$ cat src/rtl/falafel_pkg.sv
// falafel_pkg: shared widths, limits and the tagged response type for the falafel response path.
package falafel_pkg;
  localparam int MSG_ID_SIZE = 8;
  localparam int DATA_W = 32;
  localparam int MAX_RESP_CHANNELS = 16;
  localparam int DROP_CNT_W = 16;
  typedef struct packed {
    logic [MSG_ID_SIZE-1:0] msg_id;
    logic [DATA_W-1:0]      data;
  } resp_msg_t;
endpackage

$ cat src/rtl/falafel_fifo.sv
// falafel_fifo: registered-output-free circular FIFO with wrap-bit pointers and an occupancy count.
module falafel_fifo #(
  parameter int DATA_W = 8,
  parameter int NUM_ENTRIES = 4
) (
  input  logic                               clk_i,
  input  logic                               rst_ni,
  input  logic                               push_i,
  input  logic [DATA_W-1:0]                  data_i,
  input  logic                               pop_i,
  output logic [DATA_W-1:0]                  data_o,
  output logic                               full_o,
  output logic                               empty_o,
  output logic [$clog2(NUM_ENTRIES+1)-1:0]   count_o
);
  localparam int PW = $clog2(NUM_ENTRIES);
  logic [PW:0]       wr_q, wr_d, rd_q, rd_d;
  logic [DATA_W-1:0] mem_q [NUM_ENTRIES];
  logic              do_push, do_pop;
  assign full_o  = (wr_q[PW] != rd_q[PW]) && (wr_q[PW-1:0] == rd_q[PW-1:0]);
  assign empty_o = wr_q == rd_q;
  assign do_push = push_i && !full_o;
  assign do_pop  = pop_i && !empty_o;
  assign wr_d    = wr_q + (PW+1)'(do_push);
  assign rd_d    = rd_q + (PW+1)'(do_pop);
  assign data_o  = mem_q[rd_q[PW-1:0]];
  assign count_o = wr_q - rd_q;
  // Storage is cleared on reset so the head outputs read zero until the first push.
  always_ff @(posedge clk_i or negedge rst_ni) begin
    if (!rst_ni) begin
      wr_q <= '0;
      rd_q <= '0;
      for (int i = 0; i < NUM_ENTRIES; i++) mem_q[i] <= '0;
    end else begin
      wr_q <= wr_d;
      rd_q <= rd_d;
      if (do_push) mem_q[wr_q[PW-1:0]] <= data_i;
    end
  end
endmodule

$ cat src/rtl/falafel_resp_router.sv
// falafel_resp_router: demultiplexes tagged responses by message ID into per-requester queues,
// discarding and counting responses whose ID selects a nonexistent channel.
module falafel_resp_router
  import falafel_pkg::*;
#(
  parameter int NUM_CHANNELS = 2,
  parameter int DEPTH = 4,
  parameter int CNT_W = DROP_CNT_W
) (
  input  logic                                      clk_i,
  input  logic                                      rst_ni,
  input  logic                                      in_val_i,
  output logic                                      in_rdy_o,
  input  logic [MSG_ID_SIZE-1:0]                    in_id_i,
  input  logic [DATA_W-1:0]                         in_data_i,
  output logic [NUM_CHANNELS-1:0]                   rsp_val_o,
  input  logic [NUM_CHANNELS-1:0]                   rsp_rdy_i,
  output logic [NUM_CHANNELS*DATA_W-1:0]            rsp_data_o,
  output logic [NUM_CHANNELS*MSG_ID_SIZE-1:0]       rsp_id_o,
  output logic [NUM_CHANNELS*$clog2(DEPTH+1)-1:0]   occupancy_o,
  output logic                                      drop_pulse_o,
  output logic [CNT_W-1:0]                          drop_cnt_o
);
  localparam int CH_W = NUM_CHANNELS > 1 ? $clog2(NUM_CHANNELS) : 1;
  localparam int OW = $clog2(DEPTH+1);
  if (NUM_CHANNELS < 1 || NUM_CHANNELS > MAX_RESP_CHANNELS) begin : g_bad_cfg
    $error("falafel_resp_router: NUM_CHANNELS out of range");
  end
  logic [CH_W-1:0]          ch;
  logic                     ch_ok, xfer;
  logic [NUM_CHANNELS-1:0]  full, empty, push;
  logic [(1<<CH_W)-1:0]     full_x;
  logic                     drop_q, drop_d;
  logic [CNT_W-1:0]         cnt_q, cnt_d;
  resp_msg_t                in_msg;
  assign ch     = in_id_i[CH_W-1:0];
  assign ch_ok  = int'(ch) < NUM_CHANNELS;
  // Unused select codes read as full so indexing never leaves the vector; ch_ok masks them.
  always_comb begin
    full_x = '1;
    full_x[NUM_CHANNELS-1:0] = full;
  end
  assign in_rdy_o = rst_ni && (!ch_ok || !full_x[ch]);
  assign xfer     = in_val_i && in_rdy_o;
  assign in_msg   = '{msg_id: in_id_i, data: in_data_i};
  assign drop_d   = xfer && !ch_ok;
  assign cnt_d    = (drop_d && cnt_q != '1) ? cnt_q + CNT_W'(1) : cnt_q;
  always_ff @(posedge clk_i or negedge rst_ni) begin
    if (!rst_ni) begin
      drop_q <= 1'b0;
      cnt_q  <= '0;
    end else begin
      drop_q <= drop_d;
      cnt_q  <= cnt_d;
    end
  end
  assign drop_pulse_o = drop_q;
  assign drop_cnt_o   = cnt_q;
  for (genvar c = 0; c < NUM_CHANNELS; c++) begin : g_ch
    resp_msg_t head;
    assign push[c] = xfer && int'(ch) == c;
    falafel_fifo #(
      .DATA_W($bits(resp_msg_t)),
      .NUM_ENTRIES(DEPTH)
    ) u_fifo (
      .clk_i   (clk_i),
      .rst_ni  (rst_ni),
      .push_i  (push[c]),
      .data_i  (in_msg),
      .pop_i   (rsp_val_o[c] && rsp_rdy_i[c]),
      .data_o  (head),
      .full_o  (full[c]),
      .empty_o (empty[c]),
      .count_o (occupancy_o[c*OW +: OW])
    );
    assign rsp_val_o[c] = !empty[c];
    assign rsp_data_o[c*DATA_W +: DATA_W] = head.data;
    assign rsp_id_o[c*MSG_ID_SIZE +: MSG_ID_SIZE] = head.msg_id;
  end
endmodule
$ cat config.mk
export PLATFORM = sky130hd
export DESIGN_NAME = falafel_resp_router
export DESIGN_NICKNAME = d
export VERILOG_FILES = /design/src/rtl/falafel_pkg.sv /design/src/rtl/falafel_fifo.sv /design/src/rtl/falafel_resp_router.sv
export SDC_FILE = /design/constraint.sdc
export NUM_CORES = 1
export LEC_CHECK = 0
export ABC_AREA = 1
export ABC_CLOCK_PERIOD_IN_PS = 2450
export CAP_MARGIN = 25
export CORE_MARGIN = 5
export CORE_UTILIZATION = 52
export DETAILED_ROUTE_END_ITERATION = 16
export PLACE_DENSITY = 0.76
export RECOVER_POWER = 100
export SLEW_MARGIN = 10
export SYNTH_ARGS = -nofsm -noshare
export SYNTH_HDL_FRONTEND = slang
export SYNTH_SLANG_ARGS = --single-unit
$ cat constraint.sdc
create_clock -name clk_i -period 2.45 [get_ports clk_i]
set_input_delay 0.6125 -clock clk_i [delete_from_list [all_inputs] [get_ports clk_i]]
set_output_delay 0.6125 -clock clk_i [all_outputs]
set_load 0.02 [all_outputs]
==> results.toml, run 1 <==
[logic_synthesis]
synthFlopType = "dfrtp_1"
netlist_instances = 1963
synth-edff-count = 0
synth_top_cell_area_share = 0.529
syn_area_per_cell_um2 = 8.00
yosys_warnings = 0
yosysMostFrequentCell = "nand2_1"
synth_commonest_cells = "793 x nand2_1, 332 x dfrtp_1, 164 x nor2_1"
ys_ff_latch = 332
yosysUniqueCellTypes = 27
synth-async-reset-ratio = 1.00
synth_top_cell_by_area = "dfrtp_1"
synth.area.top_cells = "dfrtp_1 53%, nand2_1 19%, nand4_1 6.4%"
synth-seq-area-share = 0.529
synth_area_um2 = 15700

[critical_path]
slowest_stage = "dfrtp_2"
arrival_ns = 1.94
worstSetupPathType = "flip-flop to output port"
worstPathCellList = "buf_12 -> buf_8 -> buf_12 -> buf_16 -> o21ai_4 -> o22ai_2 -> buf_6"
critPathMaxStageDelay_ns = 0.44
cp.required_ns = 1.84
path_common_cell = "buf_12"
path_max_fanout = 5
end_kind = "output port"
start_kind = "flip-flop"

[route]
via_per_inst = 6.09
ant_nets = 0
drc = 0
dr_total_vias = 15100
routedWlPerCell_um = 20.8
drt_iter0_drc = 1922
dr.pass1.iters = 5
wl_um = 51700

[timing]
fin_crit_ns = 2.55
min_period_over_period = 1.04
clock_skew_ns = 0.0237
hold_viol_final = 0
slew_headroom = 0.162
clock.fmax_mhz = 392
setup_ws_ns = -0.104
tns_ns = -1.34
final_max_slew_viol_count = 0
grt_setup_unrepaired = "true"
holdWs_ns = 0.390
setup_viol = 36
worstMarginPinSlew_ns = 1.26

[cts]
root_buffer = "clkbuf_16"
clk_latency_ns = 0.53
clkSinkCount = 332
clkTransAtPathRegs_ns = 0.06
cts_buffers = 37
tritoncts = "done"
clockBufferDepth = 3
h-tree-depth = 2

[min_path]
hp-class = "input port to asynchronous set/reset pin"

[global_routing]
grt_pass1_vias = 14500
gr-usage-all-layers = 0.283
globalRoute.totalOverflow = 0
grt_max_degree = 131
antenna_found_initial = 0
grt_pass1_wl_um = 77600

[finish]
fill_cells = 2188
fin_nets = 2132
post-route-util = 0.690
seq_area_um2 = 8310
syn_to_final_growth_pct = 30.5
antenna_cells = 0
multi_input_area_um2 = 7360
drive_gt1_frac = 0.211

[floorplan]
dieHeight_um = 184
std_cell_rows = 63
ios = 151
die_w_um = 184
die-area_um2 = 33800
core_um2 = 29700
start_util = 0.528

[run]
cap_violations = 0

[pwr]
p_sw_mw = 14.3
peakVddDrop_uv = 1430
p_leak_nw = 10.2
swShare = 0.426
intPower_mw = 19.3
powerDensity_nw_per_um2 = 1640
power_frac_comb = 0.542
clock_power_share = 0.171
seq_power_share = 0.288

[status]
status = "finished, violations left"
violations = "negative setup slack"

[place]
dp.final_hpwl_um = 28600
io_buffer_count = 133
place.gp.congestion = 0.865
[critical path: cells and delay by family (launching register included)]
family | cells | cell delay [ns]
AO/OA/AOI/OAI | 2 | 0.23
buffers and inverters | 5 | 0.73
flip-flops | 1 | 0.44
[path summary, 6_finish.rpt]
path                                          start                         to  slack (ns)  depth (start not counted)
setup / recovery             g_ch[1].u_fifo.rd_q[0]             rsp_data_o[47]       -0.10                          7
hold reg to reg            g_ch[1].u_fifo.mem_q[72]   g_ch[1].u_fifo.mem_q[72]        0.46                          1
max in group asynchronous                    rst_ni   g_ch[0].u_fifo.mem_q[24]        0.23                          3
hold / removal                               rst_ni  g_ch[1].u_fifo.mem_q[126]        0.39                          2
min in group clk_i         g_ch[1].u_fifo.mem_q[72]   g_ch[1].u_fifo.mem_q[72]        0.46                          1
setup reg to reg             g_ch[1].u_fifo.rd_q[0]   g_ch[0].u_fifo.mem_q[92]        0.15                         10
[final cells by class]
type / count / share of cell area
Clock inverter: 11 / 0.00909
Inverter: 25 / 0.00671
Clock buffer: 50 / 0.0511
Tap cell: 390 / 0.0238
Sequential cell: 332 / 0.406
Multi-Input combinational cell: 1418 / 0.359
Timing Repair Buffer: 259 / 0.145
[cells in the final DEF (no fill, tap or decap), types with 24 or more instances in the layout]
cell type,count
buf_4,78
buf_12,26
o22ai_1,24
nand2_1,790
o21ai_2,37
buf_6,71
clkbuf_16,47
nor2_1,124
o21ai_1,59
nand4_1,160
o21ai_0,53
dfrtp_1,328
o22ai_2,49
clkdlybuf4s50_1,43
[layer usage]
metal,part of all wire,up-vias,GRT usage
met5,0,-,0
met4,0.045,0,0.101
met3,0.093,177,0.0449
met2,0.48,942,0.462
met1,0.39,7392,0.389
li1,-,6614,-
[flip-flops by register name, indices dropped and copies added (netlist names)]
| register | count |
|---|---|
| g_ch.u_fifo.mem_q | 320 |
| g_ch.u_fifo.wr_q | 6 |
| g_ch.u_fifo.rd_q | 6 |
[cell families after synthesis]
| group | count (synthesis) | synth area share |
|---|---|---|
| other | 1 | 0.000239 |
| adders and majority gates | 14 | 0.0121 |
| buffers and inverters | 229 | 0.0687 |
| and+or+nand+nor | 1140 | 0.303 |
| DFF | 332 | 0.529 |
| xor gates and xnor gates | 6 | 0.00335 |
| AOI/OAI and AO/OA | 241 | 0.0833 |
[power by group through the flow]
| stage | combinational (mW) | sequential [mW] | clock [mW] |
|---|---|---|---|
| 3_5_place_dp | 14.2 | 9.39 | 0 |
| 6_report | 18.2 | 9.67 | 5.73 |
| 5_1_grt | 19.4 | 9.94 | 6.01 |
| 4_1_cts | 15.3 | 9.40 | 5.77 |
| 2_1_floorplan | 8.10 | 9.07 | 0 |
| 3_3_place_gp | 14.0 | 9.30 | 0 |
[what timing repair did]
action                     in CTS  in global routing
hold buffers                    0                  0
cloned                          8                  9
gates resized for setup       523                323
pin swaps                      39                 71
setup buffers                   7                  9
setup endpoints to repair      89                 87
[through the flow]
stage	worst slack (ns)	total power [mW]	instance area [um2]	instances
after floorplan	0.127	17.2	15800	1979
after global placement	-0.527	23.3	17700	2397
after detailed placement	-0.492	23.6	17700	2397
after CTS	-0.143	30.4	19400	2472
after global routing	-0.149	35.3	20500	2485
final	-0.104	33.6	20500	2485
Note: power is estimated with default switching activity, not from simulation.
==> run 2, diff against run 1 <==
--- a/config.mk
+++ b/config.mk
@@ -6,13 +6,15 @@
 export NUM_CORES = 1
 export LEC_CHECK = 0
 export ABC_AREA = 1
-export ABC_CLOCK_PERIOD_IN_PS = 2450
+export ABC_CLOCK_PERIOD_IN_PS = 2100
 export CAP_MARGIN = 25
 export CORE_MARGIN = 5
 export CORE_UTILIZATION = 52
 export DETAILED_ROUTE_END_ITERATION = 16
+export MAX_ROUTING_LAYER = met4
 export PLACE_DENSITY = 0.76
 export RECOVER_POWER = 100
+export SKIP_LAST_GASP = 1
 export SLEW_MARGIN = 10
 export SYNTH_ARGS = -nofsm -noshare
 export SYNTH_HDL_FRONTEND = slang
==> constraint.sdc (replaced) <==
create_clock -name clk_i -period 2.1 [get_ports clk_i]
set_input_delay 0.525 -clock clk_i [delete_from_list [all_inputs] [get_ports clk_i]]
set_output_delay 0.525 -clock clk_i [all_outputs]
set_load 0.02 [all_outputs]
==> run 2 against run 1 <==
Compared with the run above:
- cell area is 5.2% higher
- worst setup slack worse by 0.27 ns
- clock power is 14% higher
- non-clock buffer count rose by 42
- wire length up 9.8%
- the run still ends with negative setup slack left
- sequential cell count stayed put
- clock skew down 0.0092 ns
==> results.toml, run 2 (synthesis results as in run 1) <==
[critical_path]
worst-path-buf-inv = 3
reg2reg_slack_ns = -0.18
cp_top_family = "simple AND/OR/NAND/NOR gates"
worstSetupPathType = "flip-flop to output port"
path_max_fanout = 2
start_kind = "flip-flop"
slowest_stage = "dfrtp_1"
end_kind = "output port"
cp.required_ns = 1.57
arrival_ns = 1.95
worstPathCellList = "buf_6 -> ha_4 -> nand2_4 -> inv_4 -> nand3_4 -> nand2_4 -> nor2_4 -> buf_6"
critPathMaxStageDelay_ns = 0.41

[pwr]
intPower_mw = 23.4
p_leak_nw = 10.6
swShare = 0.434
seq_power_share = 0.278
clock_power_share = 0.158
p_sw_mw = 17.9
peakVddDrop_uv = 1400
power_frac_comb = 0.565
powerDensity_nw_per_um2 = 1920

[finish]
fin_nets = 2174
layout.cells.non_filler = 2532
antenna_cells = 0
final_common_cell = "nand2_1"
largest-register = "g_ch.u_fifo.mem_q"
drive_gt1_frac = 0.244
reg_top3 = "g_ch.u_fifo.mem_q (320), g_ch.u_fifo.rd_q (6), g_ch.u_fifo.wr_q (6)"
largest_reg_flops = 320
final_cell_mix = "789 x nand2_1, 328 x dfrtp_1, 160 x nand4_1, 120 x nor2_1, 100 x buf_4"
syn_to_final_growth_pct = 37.3

[route]
routedWlPerCell_um = 22.4
drt_iter0_drc = 2079
via_per_inst = 6.21
drc = 0
dr.pass1.iters = 7
dr_total_vias = 15700
ant_nets = 0
wl_um = 56800

[floorplan]
ios = 151
std_cell_rows = 63
start_util = 0.528
core_um2 = 29700
dieHeight_um = 184
die_w_um = 184
die-area_um2 = 33800

[timing]
min_period_over_period = 1.18
clock.fmax_mhz = 404
slew_headroom = 0.364
fin_crit_ns = 2.47
setup_viol = 410
grt_setup_unrepaired = "true"
clock_skew_ns = 0.0145
hold_viol_final = 0
setup_ws_ns = -0.375
tns_ns = -57.59
holdWs_ns = 0.468
final_max_slew_viol_count = 0
worstMarginPinSlew_ns = 0.954

[global_routing]
grt_pass1_wl_um = 78000
gr-usage-all-layers = 0.293
grt_pass1_vias = 14600
globalRoute.totalOverflow = 0
antenna_found_initial = 0
grt_max_degree = 167

[cts]
h-tree-depth = 2
clockBufferDepth = 3
root_buffer = "clkbuf_16"
clk_latency_ns = 0.52
clkSinkCount = 332
cts_buffers = 36
clkTransAtPathRegs_ns = 0.06
tritoncts = "done"

[status]
status = "finished, violations left"
violations = "negative setup slack"

[place]
dp_cells = 2408
place.gp.congestion = 0.850
io_buffer_count = 133
dp.final_hpwl_um = 28200

[run]
cap_violations = 0

[min_path]
hp-class = "flip-flop to flip-flop"
## run 2: repair_timing
item                                    4_1_cts  5_1_grt
gates resized for setup                     641      307
endpoints found under the hold margin         5        0
buffers inserted                             10       26
cloned                                       10       24
hold buffers                                  1        0
endpoints found under the setup margin      355      282
pin swaps                                    52       83
## run 2: metrics by stage
step | setup WS (ns) | power (mW) | utilization | instance area (um2)
floorplan | 0.00462 | 20.1 | - | 15800
global placement | -0.654 | 27.5 | 0.601 | 17900
detailed placement | -0.626 | 28.0 | 0.601 | 17900
CTS | -0.348 | 36.8 | 0.669 | 19900
global route | -0.414 | 43.3 | 0.725 | 21600
finish | -0.375 | 41.4 | 0.725 | 21600
## run 2: power by group through the flow
| stage | logic, mW | registers (mW) | clock network [mW] |
|---|---|---|---|
| 2_1_floorplan | 9.47 | 10.6 | 0 |
| 3_3_place_gp | 16.7 | 10.8 | 0 |
| 3_5_place_dp | 17.0 | 10.9 | 0 |
| 4_1_cts | 19.2 | 11.0 | 6.52 |
| 5_1_grt | 24.7 | 11.8 | 6.80 |
| 6_report | 23.4 | 11.5 | 6.53 |
## run 2: final timing paths
check / start / end / depth (start not counted)
max reg2reg: g_ch[0].u_fifo.wr_q[1] / g_ch[0].u_fifo.mem_q[42] / 14
min: g_ch[0].u_fifo.mem_q[99] / g_ch[0].u_fifo.mem_q[99] / 2
max in group asynchronous: rst_ni / g_ch[0].u_fifo.rd_q[0] / 4
min reg2reg: g_ch[0].u_fifo.mem_q[99] / g_ch[0].u_fifo.mem_q[99] / 2
max: g_ch[0].u_fifo.wr_q[1] / in_rdy_o / 8
min in group asynchronous: rst_ni / g_ch[1].u_fifo.mem_q[85] / 3
## run 2: cell type report
type	count	area, um2
clock inverter	17	158
multi-input combinational	1418	7600
timing repair buffer	301	3770
clock buffer	48	1060
inverter	25	156
timing repair inverter	1	16.3
tap	390	488
fill	1909	8160
sequential	332	8310
## run 2: routing by layer
layer  up-vias  GRT usage  wire length [um]
li1       6703          -                 -
met2      1154      0.465             27100
met3       274     0.0449              6160
met1      7603      0.384             20200
met4         0      0.113              3300
met5         -          -                 0
## run 2: worst register-to-register path: stages (launching register included)
cell and delay (ns):
dfrtp_1 0.41, buf_6 0.14, ha_4 0.22, nand2_4 0.08, inv_4 0.06, nand3_4 0.10, buf_6 0.11, buf_6 0.08
nand3_2 0.07, nor2_4 0.21, buf_6 0.16, buf_12 0.15, clkbuf_16 0.17, nand4_1 0.12, nand2_1 0.12
==> run 3, diff against run 2 <==
--- a/config.mk
+++ b/config.mk
@@ -5,11 +5,11 @@
 export SDC_FILE = /design/constraint.sdc
 export NUM_CORES = 1
 export LEC_CHECK = 0
-export ABC_AREA = 1
+export ABC_AREA = 0
 export ABC_CLOCK_PERIOD_IN_PS = 2100
 export CAP_MARGIN = 25
 export CORE_MARGIN = 5
-export CORE_UTILIZATION = 52
+export CORE_UTILIZATION = 51
 export DETAILED_ROUTE_END_ITERATION = 16
 export MAX_ROUTING_LAYER = met4
 export PLACE_DENSITY = 0.76
==> run 3 against run 2 <==
Compared with the run above:
- the flow still finishes with violations (negative setup slack)
- power shrank 16%
- wire length shrank 36%
- global-route usage decreased by 7.1 points
- count of clock-buffer cells in the layout grew 3
- synthesized cell count decreased by 56%
- critical path depth down 4
- first-iteration DRC count is 79% lower
- critical endpoint is now rsp_data_o[52]
- register-to-register slack worse by 0.17 ns
- clock power increased by 4.4%
- sequential share of layout area grew 4.6 points
==> results.toml, run 3 <==
[status]
status = "finished, violations left"
violations = "negative setup slack"

[logic_synthesis]
synth_commonest_cells = "332 x dfrtp_1, 304 x mux2_2, 80 x mux4_2"
yosys.area_share.simple = 0.00900
synth_area_um2 = 14600
synth_top_cell_by_area = "dfrtp_1"
synth_top_cell_area_share = 0.569
yosys_warnings = 0
ys_ff_latch = 332
yosysMostFrequentCell = "dfrtp_1"
synth-seq-area-share = 0.569
synthFlopType = "dfrtp_1"
synth-compound-area-share = 0.00729
synth_top_family_by_area = "multiplexers"
synth-edff-count = 0
netlist_instances = 861
synth_mux_area_frac = 0.364
synth-async-reset-ratio = 1.00
syn_area_per_cell_um2 = 16.9
synth.area.top_cells = "dfrtp_1 57%, mux2_2 23%, mux4_2 12%"
synth_xor_area_frac = 0.00652
synth_adder_area_share = 0.0130
yosysUniqueCellTypes = 38

[critical_path]
r2r-end = "g_ch[1].u_fifo.mem_q[144]"
regToRegStartpoint = "g_ch[1].u_fifo.rd_q[1]"
critPathMaxStageDelay_ns = 0.56
start_kind = "flip-flop"
end_kind = "output port"
path_max_fanout = 7
worst-path-buf-inv = 3
cp_top_family = "multiplexers"
slowest_stage = "mux4_2"
path_common_cell = "buf_12"
reg2reg_slack_ns = -0.35
reg2reg_depth = 10
cp.required_ns = 1.57
arrival_ns = 2.00
worstPathCellList = "buf_12 -> buf_12 -> mux4_2 -> buf_6"
worstSetupPathType = "flip-flop to output port"

[timing]
slew_headroom = 0.00708
setup_viol = 381
grt_setup_unrepaired = "true"
clock.fmax_mhz = 396
hold_viol_final = 0
fin_crit_ns = 2.52
clock_skew_ns = 0.0256
min_period_over_period = 1.20
final_max_slew_viol_count = 0
setup_ws_ns = -0.423
worstMarginPinSlew_ns = 1.49

[cts]
cts_buffers = 37
clkSinkCount = 332
clkTransAtPathRegs_ns = 0.06
clk_latency_ns = 0.52
root_buffer = "clkbuf_16"
tritoncts = "done"
h-tree-depth = 2
clockBufferDepth = 3

[route]
drc = 0
via_per_inst = 5.69
wl_um = 36300
dr_total_vias = 8511
ant_nets = 0
dr.pass1.iters = 4
drt_iter0_drc = 440
routedWlPerCell_um = 24.3

[run]
cap_violations = 0

[finish]
final_cell_mix = "329 x dfrtp_1, 231 x mux2_2, 81 x buf_6, 80 x mux4_2, 78 x mux2_4"
final_common_cell = "dfrtp_1"
fill_cells = 1867
reg_top3 = "g_ch.u_fifo.mem_q (320), g_ch.u_fifo.rd_q (6), g_ch.u_fifo.wr_q (6)"
multi_input_area_um2 = 6320
final_cell_area_um2 = 19300
largest-register = "g_ch.u_fifo.mem_q"
syn_to_final_growth_pct = 32.0
largest_reg_flops = 320
fin_nets = 1145
drive_gt1_frac = 0.606
seq_area_um2 = 8320
post-route-util = 0.676

[place]
io_buffer_count = 133
place_worst_setup_slack_ns = -0.485
placed_area_um2 = 16900
dp.final_hpwl_um = 20300
place.gp.congestion = 0.756

[global_routing]
gr-usage-all-layers = 0.222
globalRoute.totalOverflow = 0
grt_pass1_wl_um = 53200
use_met3 = 0.0331
antenna_found_initial = 0
grt_pass1_vias = 9196
busiest_layer = "met2"
met2_usage = 0.350
grt_util_met1 = 0.309
grt_max_degree = 193

[floorplan]
die-area_um2 = 32100
std_cell_rows = 62
ios = 151
dieHeight_um = 179
core_um2 = 28500
die_w_um = 179
start_util = 0.512

[pwr]
peakVddDrop_uv = 1480
p_leak_nw = 8.75
powerDensity_nw_per_um2 = 1800

[min_path]
hp-class = "input port to asynchronous set/reset pin"
==> run 3: cell count changes in the layout (fill, tap and decap cells not counted), sizes merged, moves of 63 or more <==
cell	previous run	this run
o21ai	160	0
nor2	165	1
buf	235	172
nand2	793	3
mux2	0	312
mux4	0	80
o22ai	80	0
nand4	161	1
==> run 3: stage by stage <==
step	std cells	power, mW	hold slack (ns)	TNS (ns)
floorplan	877	19.8	0.229	-13.61
global placement	1381	25.6	0.324	-118.36
detailed placement	1381	26.1	0.324	-138.09
CTS	1469	33.9	0.239	-68.86
global route	1495	36.4	0.127	-101.73
finish	1496	34.7	0.130	-78.55
==> run 3: what timing repair did <==
item	4_1_cts	5_1_grt
buffers inserted	14	25
hold endpoints to repair	6	0
setup endpoints to repair	281	332
gates cloned	9	14
pin swaps	4	13
resized for setup	481	143
hold buffers	1	0
==> run 3: cell type report <==
cell class,count,area share
flip-flops and latches,332,0.432
multi-input cells,465,0.328
repair buffers,240,0.145
clock buffers,51,0.0572
well taps,384,0.0250
clock inverters,13,0.0104
inverters,10,0.00208
diodes,1,0.000130
==> run 3: how the worst max path moves through the flow <==
| stage | startpoint | endpoint | slack, ns | depth (start not counted) |
|---|---|---|---|---|
| 2_1_floorplan | g_ch[1].u_fifo.rd_q[1] | g_ch[1].u_fifo.mem_q[120] | -0.18 | 9 |
| 3_3_place_gp | in_id_i[0] | in_rdy_o | -0.41 | 3 |
| 3_5_place_dp | in_id_i[0] | g_ch[1].u_fifo.mem_q[154] | -0.49 | 5 |
| 4_1_cts | g_ch[1].u_fifo.rd_q[0] | rsp_data_o[41] | -0.52 | 5 |
| 5_1_grt | g_ch[1].u_fifo.rd_q[0] | rsp_data_o[52] | -0.47 | 4 |
| 6_report | g_ch[1].u_fifo.rd_q[0] | rsp_data_o[52] | -0.42 | 4 |
==> run 3: metal layers <==
| metal | wire [um] | share of wire |
|---|---|---|
| met5 | 0 | 0 |
| met2 | 17900 | 0.49 |
| met4 | 820 | 0.023 |
| met1 | 15900 | 0.44 |
| met3 | 1770 | 0.049 |
==> run 3: report_power, final <==
group	switching, mW	internal, mW	total (mW)
Sequential	1.64	9.43	11.1
Combinational	7.30	9.50	16.8
Clock	2.54	4.28	6.82
==> run 3: cell families (layout without fill, tap and decap cells) <==
logic type                 Yosys count  after routing
adders and majority gates           14             14
other                                1             18
muxes                              392            392
buffers and inverters               80            314
xor gates and xnor gates            10             10
AOI/OAI and AO/OA                   10             10
DFF                                332            332
and+or+nand+nor                     22             22
==> patch (config.mk and constraints of run 2) <==
The parameter `NUM_CHANNELS` goes from 2 to 4.
--- a/src/rtl/falafel_resp_router.sv
+++ b/src/rtl/falafel_resp_router.sv
@@ -3,7 +3,7 @@
 module falafel_resp_router
   import falafel_pkg::*;
 #(
-  parameter int NUM_CHANNELS = 2,
+  parameter int NUM_CHANNELS = 4,
   parameter int DEPTH = 4,
   parameter int CNT_W = DROP_CNT_W
 ) (
Interface: changed (5 resized); port bits go from 151 to 241. The function was not compared with the original's and may differ.
==> patch against run 2 <==
The flow finishes with violations (max-capacitance violations, max-slew violations, negative setup slack). Critical path depth down 1. Critical endpoint is now rsp_id_o[12]. Largest power group unchanged. Wire length up 100%. Synthesized area grew 100%. Sequential power grew 83%. Final area up 87%. Largest cell class unchanged. Sequential cell count rose by 332. Maximum frequency shrank 7.9%. Worst setup slack lost 210 ps. Power rose by 75%. Die area grew 97%. Highest routed layer unchanged.
==> patch: results (changes against run 2) <==
status finished with violations; failing checks max-capacitance violations, max-slew violations, negative setup slack; dpl ws -957 ps (-331 ps); Reg2Reg Capture Point g_ch[0].u_fifo.mem_q[29]$_DFFE_PN0P_; Synth Area in Compound Gates 0.0823 (-0.00102); r2r setup slk -350 ps (-170 ps); vias in the first global route 30900 (+110%); total CTS buffers 72 (+100%); CTS resizes 858 (+34%); IO buf count 223 (+68%); DRT iter0 DRCs 4330 (+110%); Placed Instances 4859 (+100%); clk_lat worst skew 630 ps (+110 ps); Max Cap Viol 2 (+2); H-tree Lvls 3 (+1); count of cell types in the netlist 25 (-7.4%); Global Route Usage Sum 0.345 (+0.0518); Reg2Reg Depth 14 (unchanged); mean post-synth cell area 8.06 um^2 (+0.76%); antenna violations before repair 1 (+1); Synth Area in Adders 0.0119 (-0.000216); fin. max-slew vios 80 (+80); Slowest cell on crit path dfrtp_2; Setup violations, final 821 (+100%); setup ws final -586 ps (-211 ps); area post-placement 36600 um^2 (+100%); setup_tns -228420 ps (-170820 ps); Worst Skew 28.9 ps (+14.4 ps); leading post-synthesis cells by cell area dfrtp_1 (52%), nand2_1 (15%), nand4_1 (12%); Largest regs g_ch.u_fifo.mem_q: 640 flops, g_ch.u_fifo.rd_q: 12 flops, g_ch.u_fifo.wr_q: 12 flops; max incr delay on CP 460 ps (+50 ps); Hold Path Sink g_ch[1].u_fifo.mem_q[112]$_DFFE_PN0P_; normalized max-slew margin -0.147 (-0.511); hold slack 463 ps (-4.93 ps); post-synthesis xor/xnor area fraction 0.00329 (-0.0000597); Setup crit start g_ch[1].u_fifo.rd_q[0]$_DFF_PN0_; Worst Hold Launch g_ch[1].u_fifo.mem_q[112]$_DFFE_PN0P_; Worst Path Arrival 2160 ps (+210 ps); RePlAce Congestion 0.885 (+4.2%); largest fanout on the critical path 10 (+8); Seq/Total Area, Yosys 0.520 (-0.00944); worst vdd ir 1.02 mV (-27%); first-pass GRT wire length 178 mm (+130%); # Post-CTS Setup Buffers 20 (+10); internal power 41.1 mW (+75%); share of cells above drive strength 1 0.185 (-0.0590); critical path's top delay family buffers and inverters; Cell Count, Final, Fillers Out 5031 (+99%); final WL 115 mm (+100%); static leakage 20.5 nW (+93%); nets@finish 4261 (+96%); largest net degree at the start of global routing 131 (-22%); CP endpoint rsp_id_o[12]
[patch: cell count changes after synthesis, sizes merged, moves of 67 or more]
cell	run 2	this run
buf	63	130
clkbuf	141	329
dfrtp	332	664
nand2	793	1274
nand4	161	626
nor2	165	329
o21ai	160	316
o22ai	80	156
[patch: final cells by class]
cell class                 count  area, um^2
fill                        4827       21000
clock buffer                 100        2060
timing repair buffer         588        5930
sequential                   664       16600
multi-input combinational   2785       13900
inverter                      75         363
tap                          790         988
clock inverter                28         367
antenna                        1        2.50
[patch: power by group through the flow]
stage          Sequential [mW]  Clock, mW  Combinational (mW)
2_1_floorplan             20.3          0                18.5
6_report                  21.1       13.2                38.1
3_5_place_dp              20.9          0                34.4
5_1_grt                   21.7       13.8                40.7
3_3_place_gp              20.8          0                33.9
4_1_cts                   20.9       13.2                36.2
[patch: per-layer routing]
metal	global-route usage	vias to the layer above	wire (um)
li1	-	13900	-
met4	0.201	0	7660
met1	0.441	15300	42100
met3	0.0748	385	13800
met2	0.510	2145	51400
met5	-	-	0
